--- src/rtl/shift_reg_digit_scanner_pkg.sv ---
// -----------------------------------------------------------------------------
// shift_reg_pkg
// Shared constants and types for the multiplexed digit scanner that feeds the
// 74HC595 shift-out stage.
//   FRAME_SIZE      : width of one frame handed to the shift-out stage
//   SEG_W / SEL_W   : segment field and digit-select field widths
//   SEG_LSB/SEL_LSB : field offsets inside the frame
//   MIN_REFRESH_DIV : shortest digit period that still lets a 16-bit shift
//                     plus latch finish before the next frame
//   scan_state_e    : scanner FSM states
// -----------------------------------------------------------------------------
package shift_reg_pkg;

    localparam int unsigned FRAME_SIZE      = 16;
    localparam int unsigned SEG_W           = 8;
    localparam int unsigned SEL_W           = 8;
    localparam int unsigned MIN_REFRESH_DIV = 40;
    localparam int unsigned SEG_LSB         = 0;
    localparam int unsigned SEL_LSB         = 8;

    typedef enum logic [0:0] {
        IDLE_COUNT,
        EMIT
    } scan_state_e;

    // Digit period actually used: short requested periods are stretched to
    // the minimum so a frame is never overwritten mid-shift.
    function automatic int unsigned eff_div(input int unsigned div);
        return (div < MIN_REFRESH_DIV) ? MIN_REFRESH_DIV : div;
    endfunction

endpackage

--- src/rtl/shift_reg_digit_scanner_if.sv ---
// -----------------------------------------------------------------------------
// shift_reg_digit_scanner_if
// Host-side write port and frame output of the digit scanner.
//   i_wr_en         : write strobe for the digit bank
//   i_wr_addr[2:0]  : digit index to write
//   i_wr_data[7:0]  : segment pattern (bit0=a .. bit6=g, bit7=dp)
//   i_blank         : level; forces emitted frames to zero
//   o_value[15:0]   : frame, [7:0] segments, [15:8] one-hot digit select
//   o_enable_toggle : flips once per new frame
//   o_digit_idx[2:0]: digit index of the most recent frame
//   o_frame_strobe  : one-cycle pulse with each toggle
// Modports: master (host side), slave (scanner side).
// -----------------------------------------------------------------------------
interface shift_reg_digit_scanner_if;
    import shift_reg_pkg::*;

    logic                  i_wr_en;
    logic [2:0]            i_wr_addr;
    logic [SEG_W-1:0]      i_wr_data;
    logic                  i_blank;
    logic [FRAME_SIZE-1:0] o_value;
    logic                  o_enable_toggle;
    logic [2:0]            o_digit_idx;
    logic                  o_frame_strobe;

    modport master (
        output i_wr_en,
        output i_wr_addr,
        output i_wr_data,
        output i_blank,
        input  o_value,
        input  o_enable_toggle,
        input  o_digit_idx,
        input  o_frame_strobe
    );

    modport slave (
        input  i_wr_en,
        input  i_wr_addr,
        input  i_wr_data,
        input  i_blank,
        output o_value,
        output o_enable_toggle,
        output o_digit_idx,
        output o_frame_strobe
    );

endinterface

--- src/rtl/shift_reg_digit_scanner_hex_to_seg7.sv ---
// -----------------------------------------------------------------------------
// hex_to_seg7
// Combinational hex nibble to 7-segment decoder, common-cathode (1 = lit).
//   i_hex[3:0] : value 0..F
//   o_seg[6:0] : segments, bit0=a .. bit6=g
// -----------------------------------------------------------------------------
module hex_to_seg7 (
    input  logic [3:0] i_hex,
    output logic [6:0] o_seg
);

    always_comb begin
        o_seg = 7'h00;
        unique case (i_hex)
            4'h0: o_seg = 7'h3F;
            4'h1: o_seg = 7'h06;
            4'h2: o_seg = 7'h5B;
            4'h3: o_seg = 7'h4F;
            4'h4: o_seg = 7'h66;
            4'h5: o_seg = 7'h6D;
            4'h6: o_seg = 7'h7D;
            4'h7: o_seg = 7'h07;
            4'h8: o_seg = 7'h7F;
            4'h9: o_seg = 7'h6F;
            4'hA: o_seg = 7'h77;
            4'hB: o_seg = 7'h7C;
            4'hC: o_seg = 7'h39;
            4'hD: o_seg = 7'h5E;
            4'hE: o_seg = 7'h79;
            4'hF: o_seg = 7'h71;
        endcase
    end

endmodule

--- src/rtl/shift_reg_digit_scanner.sv ---
// -----------------------------------------------------------------------------
// shift_reg_digit_scanner
// Multiplexed display scanner in front of the 74HC595 shift-out stage. Holds
// one segment pattern per digit; every EFF_DIV clocks it emits the frame for
// the next digit and flips o_enable_toggle so the shift-out stage picks it up.
//
// Parameters:
//   NUM_DIGITS  : number of multiplexed digits, 1..8
//   REFRESH_DIV : clocks per digit step, clamped to at least 40
// Ports:
//   i_clk   : system clock
//   i_reset : synchronous, active-high reset
//   bus     : shift_reg_digit_scanner_if.slave (write port + frame output)
// Build option:
//   SHIFT_REG_SEG_DECODE_EN : when defined, i_wr_data[3:0] is a hex nibble
//   decoded to segments at write time and i_wr_data[4] is dp; otherwise
//   i_wr_data is stored raw.
// -----------------------------------------------------------------------------
module shift_reg_digit_scanner
    import shift_reg_pkg::*;
#(
    parameter int unsigned NUM_DIGITS  = 4,
    parameter int unsigned REFRESH_DIV = 16000
) (
    input  logic                      i_clk,
    input  logic                      i_reset,
    shift_reg_digit_scanner_if.slave  bus
);

    localparam int unsigned     EFF_DIV  = eff_div(REFRESH_DIV);
    localparam int unsigned     CNT_W    = $clog2(EFF_DIV);
    // EMIT is entered one count early so the EMIT cycle itself is terminal.
    localparam logic [CNT_W-1:0] PRE_TC  = CNT_W'(EFF_DIV - 2);
    localparam logic [2:0]      LAST_IDX = 3'(NUM_DIGITS - 1);

    if (NUM_DIGITS < 1 || NUM_DIGITS > 8) begin : g_bad_num_digits
        $error("NUM_DIGITS must be in 1..8");
    end

    scan_state_e           state_q, state_d;
    logic [CNT_W-1:0]      cnt_q, cnt_d;
    logic [2:0]            scan_q, scan_d;
    logic [FRAME_SIZE-1:0] value_q, value_d;
    logic [2:0]            idx_q, idx_d;
    logic                  tog_q, tog_d;
    logic                  strobe_q, strobe_d;

    // Full 8-entry bank keeps the 3-bit index exact; entries at or above
    // NUM_DIGITS are never written and stay zero.
    logic [7:0][SEG_W-1:0] digit_q;

    logic [SEG_W-1:0]      wr_pattern;
    logic                  wr_hit;
    logic [SEL_W-1:0]      sel;
    logic [FRAME_SIZE-1:0] frame;

    // ---------------------------------------------------------------------
    // Write path
    // ---------------------------------------------------------------------
`ifdef SHIFT_REG_SEG_DECODE_EN
    logic [6:0] dec_seg;

    hex_to_seg7 u_hex_to_seg7 (
        .i_hex (bus.i_wr_data[3:0]),
        .o_seg (dec_seg)
    );

    assign wr_pattern = {bus.i_wr_data[4], dec_seg};
`else
    assign wr_pattern = bus.i_wr_data;
`endif

    assign wr_hit = bus.i_wr_en && (32'(bus.i_wr_addr) < NUM_DIGITS);

    always_ff @(posedge i_clk) begin
        if (i_reset) begin
            digit_q <= '0;
        end else if (wr_hit) begin
            digit_q[bus.i_wr_addr] <= wr_pattern;
        end
    end

    // ---------------------------------------------------------------------
    // Frame build: reads the bank before any same-cycle write lands
    // ---------------------------------------------------------------------
    always_comb begin
        sel   = SEL_W'(1) << scan_q;
        frame = '0;
        frame[SEG_LSB +: SEG_W] = digit_q[scan_q];
        frame[SEL_LSB +: SEL_W] = sel;
    end

    // ---------------------------------------------------------------------
    // Scan FSM
    // ---------------------------------------------------------------------
    always_comb begin
        state_d  = state_q;
        cnt_d    = cnt_q + CNT_W'(1);
        scan_d   = scan_q;
        value_d  = value_q;
        idx_d    = idx_q;
        tog_d    = tog_q;
        strobe_d = 1'b0;
        unique case (state_q)
            IDLE_COUNT: begin
                if (cnt_q == PRE_TC) begin
                    state_d = EMIT;
                end
            end
            EMIT: begin
                state_d  = IDLE_COUNT;
                cnt_d    = '0;
                value_d  = bus.i_blank ? '0 : frame;
                tog_d    = ~tog_q;
                strobe_d = 1'b1;
                idx_d    = scan_q;
                scan_d   = (scan_q == LAST_IDX) ? 3'd0 : scan_q + 3'd1;
            end
            default: state_d = IDLE_COUNT;
        endcase
    end

    always_ff @(posedge i_clk) begin
        if (i_reset) begin
            state_q  <= IDLE_COUNT;
            cnt_q    <= '0;
            scan_q   <= '0;
            value_q  <= '0;
            idx_q    <= '0;
            tog_q    <= 1'b0;
            strobe_q <= 1'b0;
        end else begin
            state_q  <= state_d;
            cnt_q    <= cnt_d;
            scan_q   <= scan_d;
            value_q  <= value_d;
            idx_q    <= idx_d;
            tog_q    <= tog_d;
            strobe_q <= strobe_d;
        end
    end

    assign bus.o_value         = value_q;
    assign bus.o_enable_toggle = tog_q;
    assign bus.o_digit_idx     = idx_q;
    assign bus.o_frame_strobe  = strobe_q;

endmodule

--- src/flat_wrapper.sv ---
// flat-port wrapper written by rule: the top's interface ports become plain ports
module shift_reg_digit_scanner_flat import shift_reg_pkg::*;
#(
    parameter int unsigned NUM_DIGITS  = 4,
    parameter int unsigned REFRESH_DIV = 16000
)
  (i_clk, i_reset, bus_i_wr_en, bus_i_wr_addr, bus_i_wr_data, bus_i_blank, bus_o_value, bus_o_enable_toggle, bus_o_digit_idx, bus_o_frame_strobe);
  shift_reg_digit_scanner_if bus_i ();
  input  logic i_clk;
  input  logic i_reset;
  input wire logic [$bits(bus_i.i_wr_en)-1:0] bus_i_wr_en;
  input wire logic [$bits(bus_i.i_wr_addr)-1:0] bus_i_wr_addr;
  input wire logic [$bits(bus_i.i_wr_data)-1:0] bus_i_wr_data;
  input wire logic [$bits(bus_i.i_blank)-1:0] bus_i_blank;
  output wire logic [$bits(bus_i.o_value)-1:0] bus_o_value;
  output wire logic [$bits(bus_i.o_enable_toggle)-1:0] bus_o_enable_toggle;
  output wire logic [$bits(bus_i.o_digit_idx)-1:0] bus_o_digit_idx;
  output wire logic [$bits(bus_i.o_frame_strobe)-1:0] bus_o_frame_strobe;
  assign bus_i.i_wr_en = bus_i_wr_en;
  assign bus_i.i_wr_addr = bus_i_wr_addr;
  assign bus_i.i_wr_data = bus_i_wr_data;
  assign bus_i.i_blank = bus_i_blank;
  assign bus_o_value = bus_i.o_value;
  assign bus_o_enable_toggle = bus_i.o_enable_toggle;
  assign bus_o_digit_idx = bus_i.o_digit_idx;
  assign bus_o_frame_strobe = bus_i.o_frame_strobe;
  shift_reg_digit_scanner #(.NUM_DIGITS(NUM_DIGITS), .REFRESH_DIV(REFRESH_DIV)) u_core (.i_clk(i_clk), .i_reset(i_reset), .bus(bus_i));
endmodule
--- config.mk ---
export PLATFORM = sky130hd
export DESIGN_NAME = shift_reg_digit_scanner_flat
export DESIGN_NICKNAME = d
export VERILOG_FILES = /design/src/rtl/shift_reg_digit_scanner_pkg.sv /design/src/rtl/shift_reg_digit_scanner_if.sv /design/src/rtl/shift_reg_digit_scanner_hex_to_seg7.sv /design/src/rtl/shift_reg_digit_scanner.sv /design/src/flat_wrapper.sv
export SDC_FILE = /design/constraint.sdc
export NUM_CORES = 1
export LEC_CHECK = 0
export ABC_CLOCK_PERIOD_IN_PS = 3210
export CAP_MARGIN = 40
export CORE_UTILIZATION = 55
export DETAILED_ROUTE_END_ITERATION = 7
export PLACE_DENSITY = 0.77
export SYNTH_ARGS = -nofsm -noshare
export SYNTH_HDL_FRONTEND = slang
export SYNTH_HIERARCHICAL = 1
export SYNTH_SLANG_ARGS = --single-unit
--- constraint.sdc ---
create_clock -name i_clk -period 3.21 [get_ports i_clk]
set_input_delay 0.642 -clock i_clk [delete_from_list [all_inputs] [get_ports i_clk]]
set_output_delay 0.642 -clock i_clk [all_outputs]
set_load 0.03 [all_outputs]
==> metrics.txt, run 1 <==
area of the multi-input gates=1880 µm²; drt drc=0; crit path capture type=output port; normalized max-slew margin=0.465; largest net degree at the start of global routing=72; clk_lat worst skew=0.35 ns; Sequential Area=2060 µm²; Gate Count Post-Synth=just over 400; CP Cell Sequence=clkdlybuf4s50_1; Synth Cell Area=4070 µm²; Worst-path clk slew=0.09 ns; Max stage delay on crit path=0.68 ns; hold path depth=2; final core occ=0.654; Clk pwr share=0.393; Sink Count=103; maximum vdd drop=just under 0.3 mV; # nets final=approximately 460; Async S/R FF share, synth=0; cell type group with the largest total delay on the critical path=buffers and inverters; cts bufs inserted=9; PostCTS Resize Cnt=0; Yosys cell types=40; Post-synth EDFFs=0; CP Depth=1; GRT Total Usage=0.218; RSZ-0062 raised after global routing=no; die height=88.0 µm; Leak=roughly 1.6 nW; core area=between 7000 and 8000 µm²; Comb power frac=0.037; CP max stage cell=clkdlybuf4s50_1; outcome=completed; Port Buf Inserts=35; Remaining Overflow, GRT=0; Post-DRT Antenna Nets=0; Post-CTS Setup Bufs=0; switch share=0.208; first-pass GRT wire length=13100 µm; WP data required=2.57 ns; WL per Instance=between 10 and 15 µm; initial detailed-routing violation count=124; CP Max Fanout=2; ANT cells=0; max capacitance violation total=0; max-slew violation count=0; synth warn=6; row count=31; sequential share of the synthesized area=0.506; worst slew pin tran=around 0.8 ns; area leader, netlist=dfxtp_1; vias in the first global route=2814; TritonCTS clock tree=yes; most area-consuming cells after synthesis=dfxtp_1 51%, nor2b_1 5.2%, mux2i_1 4.9%, nand2_1 4.5%, mux4_2 4.4%; DRT Pass-1 Iters=4; initial antenna violation count=0; Int Pwr=about 1.8 mW; CTS Buffer Depth=2; via count=2951; Fmax=just under 0.5 GHz; H-tree depth=3; final WL=between 7000 and 8000 µm; Synth Register Bits=103; Hold Path Class=reg -> reg; fin crit period=2.05 ns; DIE AREA=7750 µm²; PD cells=483 nW/µm²; root buffer cell=clkbuf_8; Post-Syn Area per Cell=9.86 µm²; sum of buffers and inverters on the critical path=1; fraction of layout cells with a size suffix above 1=0.114; syn nets=between 400 and 500; fin crit share=0.638; Die Wd=88.0 µm; Switch Pwr=roughly 0.47 mW; # hold bufs at CTS=0; Initial Utilization=0.564; Flop pwr share=0.570; fill count=between 600 and 700; Area Overhead vs Synth=15.9%; endpoints failing setup=0; Layout Skew=approximately 0.0061 ns; type of origin of the critical path=flop; crit path kind=reg -> out; Vias per Instance=5.41; R2R cell count=3; I/O pin count=36; Final Hold Fails=0; top_reg_cell synth=dfxtp_1; Post-DP HPWL=5110 µm; Yosys top cell area share=0.506; Critical Path AT=1.41 ns; Final TNS setup=0 ns; Final Wtd Congestion=around 0.77
[worst min-delay path, delay by kind of cell, from the launching register on]
family	cells	cell delay (ns)
simple gates	1	0.05
flops	1	0.32
compound gates	1	0.05
[flip-flops by register name, summed over array words and instances (netlist names)]
register,cells
u_core/bus.o_frame_strobe,1
u_core/digit_q,64
u_core/bus.o_digit_idx,3
u_core/state_q,1
u_core/bus.o_enable_toggle,1
u_core/cnt_q,14
u_core/bus.o_value,16
u_core/scan_q,3
[cells in the final DEF (no fill, tap or decap), drive strengths merged, types with 3 or more instances in the layout]
master / instances
nand4: 6
o21ai: 4
clkdlybuf4s50: 34
clkbuf: 11
mux2i: 20
a21oi: 31
nand2b: 11
o22ai: 7
dfxtp: 103
inv: 7
or3: 3
or4: 5
mux2: 14
nor2b: 34
ha: 6
nor2: 36
mux4: 8
buf: 7
nand3: 12
nand2: 49
o31ai: 12
[worst paths after layout]
check                                          start                                 end  slack [ns]
hold reg to reg      u_core/digit_q[28]$_SDFFE_PP0P_     u_core/digit_q[28]$_SDFFE_PP0P_        0.46
hold / removal       u_core/digit_q[28]$_SDFFE_PP0P_     u_core/digit_q[28]$_SDFFE_PP0P_        0.46
setup / recovery  u_core/bus.o_value[3]$_SDFFE_PP0P_                      bus_o_value[3]        1.16
setup reg to reg           u_core/state_q$_SDFF_PP0_  u_core/bus.o_value[3]$_SDFFE_PP0P_        1.36
[cell usage after synthesis (all sizes together), types with 6 or more instances]
cell and count:
nand2 49, a21oi 31, o31ai 12, nand4 6, mux2i 20, o22ai 7, dfxtp 103, mux4 8
buf 9, nand3 12, nor2b 34, ha 6, nor2 36, clkbuf 15, mux2 14, nand2b 11
inv 7
[cell families (layout without fill, tap and decap cells)]
kind of cell / Yosys count / count (layout) / share of synthesized area
adder cells (fa/ha/maj): 6 / 6 / 0.0184
buffers and inverters: 31 / 64 / 0.0341
flip-flops: 103 / 103 / 0.506
AO/OA/AOI/OAI: 60 / 60 / 0.0885
AND/OR/NAND/NOR: 167 / 167 / 0.212
XOR/XNOR: 4 / 4 / 0.00861
multiplexers: 42 / 42 / 0.132
[stage by stage]
stage / setup slack, ns / hold WS (ns) / area [µm²] / std cells / power (mW)
after floorplan: 1.63 / 0.432 / 4070 / 413 / 1.37
after global placement: 1.04 / 0.439 / 4490 / 529 / 1.41
after detailed placement: 1.01 / 0.445 / 4490 / 529 / 1.41
after CTS: 1.14 / 0.458 / 4720 / 545 / 2.30
after global routing: 1.11 / 0.479 / 4720 / 545 / 2.36
final: 1.16 / 0.458 / 4720 / 545 / 2.28
[power groups by stage]
stage          clock network [mW]  logic [mW]  registers, mW
2_1_floorplan                   0      0.0482           1.32
6_report                    0.894      0.0845           1.30
3_3_place_gp                    0      0.0823           1.33
5_1_grt                     0.967      0.0942           1.30
4_1_cts                     0.915      0.0853           1.30
3_5_place_dp                    0      0.0851           1.33
[routing by layer]
metal	wire, µm	GRT usage
met1	3590	0.286
met2	3770	0.363
met3	228	0.0405
met4	70	0.0733
met5	0	0
[final cells by class]
class / count / share of cell area
inverter: 7 / 0.00557
clock inverter: 5 / 0.0170
clock buffer: 11 / 0.0321
timing repair buffer: 41 / 0.0828
tap: 99 / 0.0263
sequential: 103 / 0.437
multi-input combinational: 279 / 0.399
No activity file was read; power rests on OpenSTA's default activity.
==> run 2, diff against run 1 <==
ABC_CLOCK_PERIOD_IN_PS = 2100   (was 3210)
clock period = 2.1 ns   (was 3.21 ns; I/O delays follow)
==> run 2 against run 1 <==
Effect of this change: cell count rose by 0.73%; worst hold slack got worse by 0.14 ns; sequential share of layout area rose by 0.21 points; die area did not move; sequential power rose by 52%; via count fell by 2.9%; critical path depth did not move; register-to-register slack got worse by 0.85 ns.
==> metrics.txt, run 2 (synthesis gave the netlist of run 1 again) <==
Flop pwr share=0.623 (+0.053); ANT cells=0 (unchanged); Post-Layout Cell Count=549 (+0.73%); endpoints failing setup=0 (unchanged); Comb power frac=0.042 (+0.005); PostCTS Resize Cnt=0 (unchanged); crit path capture type=output port; die height=88.0 µm (unchanged); Hold Path Origin=i_reset; Worst-path clk slew=0.09 ns (about the same); I/O pin count=36 (unchanged); CP Cell Sequence=clkdlybuf4s50_1; vias in the first global route=2676 (-4.9%); H-tree depth=3 (unchanged); drt drc=0 (unchanged); Post-CTS Setup Bufs=0 (unchanged); via count=2866 (-2.9%); Initial Utilization=0.564 (unchanged); Critical Path AT=1.41 ns (about the same); Final WS setup=0.274 ns (-0.888 ns); WL met1=3670 µm (+2.3%); cell type group with the largest total delay on the critical path=buffers and inverters; fill count=582 (-4.0%); normalized max-slew margin=0.593 (+0.128); Leak=1.62 nW (+0.28%); Vias per Instance=5.22 (-3.6%); met3 WL=212 µm (-7.0%); Fmax=0.548 GHz; Port Buf Inserts=35 (unchanged); cts bufs inserted=9 (unchanged); Final Hold Fails=0 (unchanged); largest net degree at the start of global routing=61 (-15%); leading cell type in the layout, fill and taps excluded=dfxtp_1; initial detailed-routing violation count=111 (-10%); Cell Area, Placed=4530 µm² (+1.0%); Int Pwr=2.51 mW (+39%); Sink Count=103 (unchanged); Most flops, register=u_core/digit_q; WL per Instance=13.8 µm (-2.1%); sum of buffers and inverters on the critical path=1 (unchanged); Final TNS setup=0 ns (unchanged); clk_lat worst skew=0.34 ns (about the same); RR Startpoint=u_core/cnt_q[2]$_SDFF_PP0_; Top Metal Used=met4; hold path depth=2 (unchanged); DRT Pass-1 Iters=4 (unchanged); routed length on met2=3610 µm (-4.4%); max capacitance violation total=0 (unchanged); Final Wtd Congestion=0.765 (-0.62%); fin crit share=0.870; Clk pwr share=0.335 (-0.058); final WL=7560 µm (-1.3%); Die Wd=88.0 µm (unchanged); commonest cells after routing, fill and taps aside=103 x dfxtp_1, 49 x nand2_1, 36 x nor2_1, 34 x clkdlybuf4s50_1, 34 x nor2b_1; Min-Delay Endpoint=u_core/bus.o_frame_strobe$_SDFF_PP0_; type of origin of the critical path=flop; PD cells=678 nW/µm² (+40%); max reg flops=64 (unchanged); CP Max Fanout=2 (unchanged); Switch Pwr=0.673 mW (+42%); Post-DRT Antenna Nets=0 (unchanged); FF-to-FF End=u_core/cnt_q[12]$_SDFF_PP0_; Layout Skew=0.0102 ns (+0.00410 ns); outcome=completed; RSZ-0062 raised after global routing=no; # nets final=468 (+1.3%); pre-CTS setup slack=0.0789 ns (-0.930 ns); TritonCTS clock tree=yes; max-slew violation count=0 (unchanged); R2R setup slack=0.51 ns (-0.85 ns); DIE AREA=7750 µm² (unchanged); post-route cell area=4690 µm² (-0.48%); Area Overhead vs Synth=15.3%; Post-DP HPWL=5130 µm (+0.26%); Max stage delay on crit path=0.69 ns (about the same); switch share=0.211 (+0.00388); initial antenna violation count=0 (unchanged); WP data required=1.68 ns (-0.89 ns); Remaining Overflow, GRT=0 (unchanged); fin crit period=1.83 ns; maximum vdd drop=0.342 mV (+18%); CTS Buffer Depth=2 (unchanged); crit path kind=reg -> out; GRT Total Usage=0.213 (-0.00457); R2R cell count=3 (unchanged); core area=7210 µm² (unchanged); root buffer cell=clkbuf_8; fraction of layout cells with a size suffix above 1=0.118 (+0.00343); final core occ=0.651 (-0.00312); worst slew pin tran=0.610 ns (-0.191 ns); # hold bufs at CTS=0 (unchanged); CP max stage cell=clkdlybuf4s50_1; placed insts=535 (+1.1%); first-pass GRT wire length=12800 µm (-2.3%); row count=31 (unchanged); Hold Path Class=in -> reg
[run 2: cell types whose count changed in the layout (fill, tap and decap cells not counted), sizes merged]
| cell | change |
|---|---|
| buf | +6 |
| bufinv | -2 |
| clkbuf | +2 |
| clkinvlp | -2 |
[run 2: layout make-up]
type                       count  area [µm²]  area share
clock buffer                  13         159      0.0338
sequential                   103        2060       0.439
inverter                       7        26.3     0.00560
timing repair buffer          47         435      0.0928
clock inverter                 1        5.00     0.00107
tap                           99         124      0.0264
multi-input combinational    279        1880       0.401
[run 2: worst max path at each step]
stage / start / to / slack [ns] / cells past startpoint
floorplan: u_core/scan_q[0]$_SDFFE_PP0P_ / u_core/bus.o_value[7]$_SDFFE_PP0P_ / 0.73 / 5
global placement: bus_i_wr_addr[0] / u_core/digit_q[5]$_SDFFE_PP0P_ / 0.15 / 4
detailed placement: bus_i_wr_addr[1] / u_core/digit_q[18]$_SDFFE_PP0P_ / 0.08 / 5
CTS: u_core/bus.o_value[3]$_SDFFE_PP0P_ / bus_o_value[3] / 0.25 / 1
global route: u_core/bus.o_value[3]$_SDFFE_PP0P_ / bus_o_value[3] / 0.22 / 1
finish: u_core/bus.o_value[3]$_SDFFE_PP0P_ / bus_o_value[3] / 0.27 / 1
[run 2: power by group through the flow]
stage                     registers (mW)  clock network (mW)  logic (mW)
after floorplan                     2.03                   0      0.0737
after global placement              2.03                   0       0.129
after detailed placement            2.03                   0       0.132
after CTS                           1.98                1.10       0.133
after global routing                1.99                1.20       0.145
final                               1.98                1.07       0.132
[run 2: routing by layer]
layer,up-vias,track usage
met5,-,0
met4,0,0.0748
met3,5,0.0320
met2,41,0.346
met1,1321,0.292
li1,1499,-
[run 2: stage by stage]
step	total power, mW	hold slack [ns]
global placement	2.16	0.441
detailed placement	2.16	0.449
floorplan	2.10	0.432
CTS	3.22	0.298
finish	3.18	0.313
global route	3.33	0.315
==> run 3, diff against run 2 <==
SLEW_MARGIN = 20   (was default)
==> results of run 3 <==
No change in the layout: final DEF, timing and power equal those of run 2.
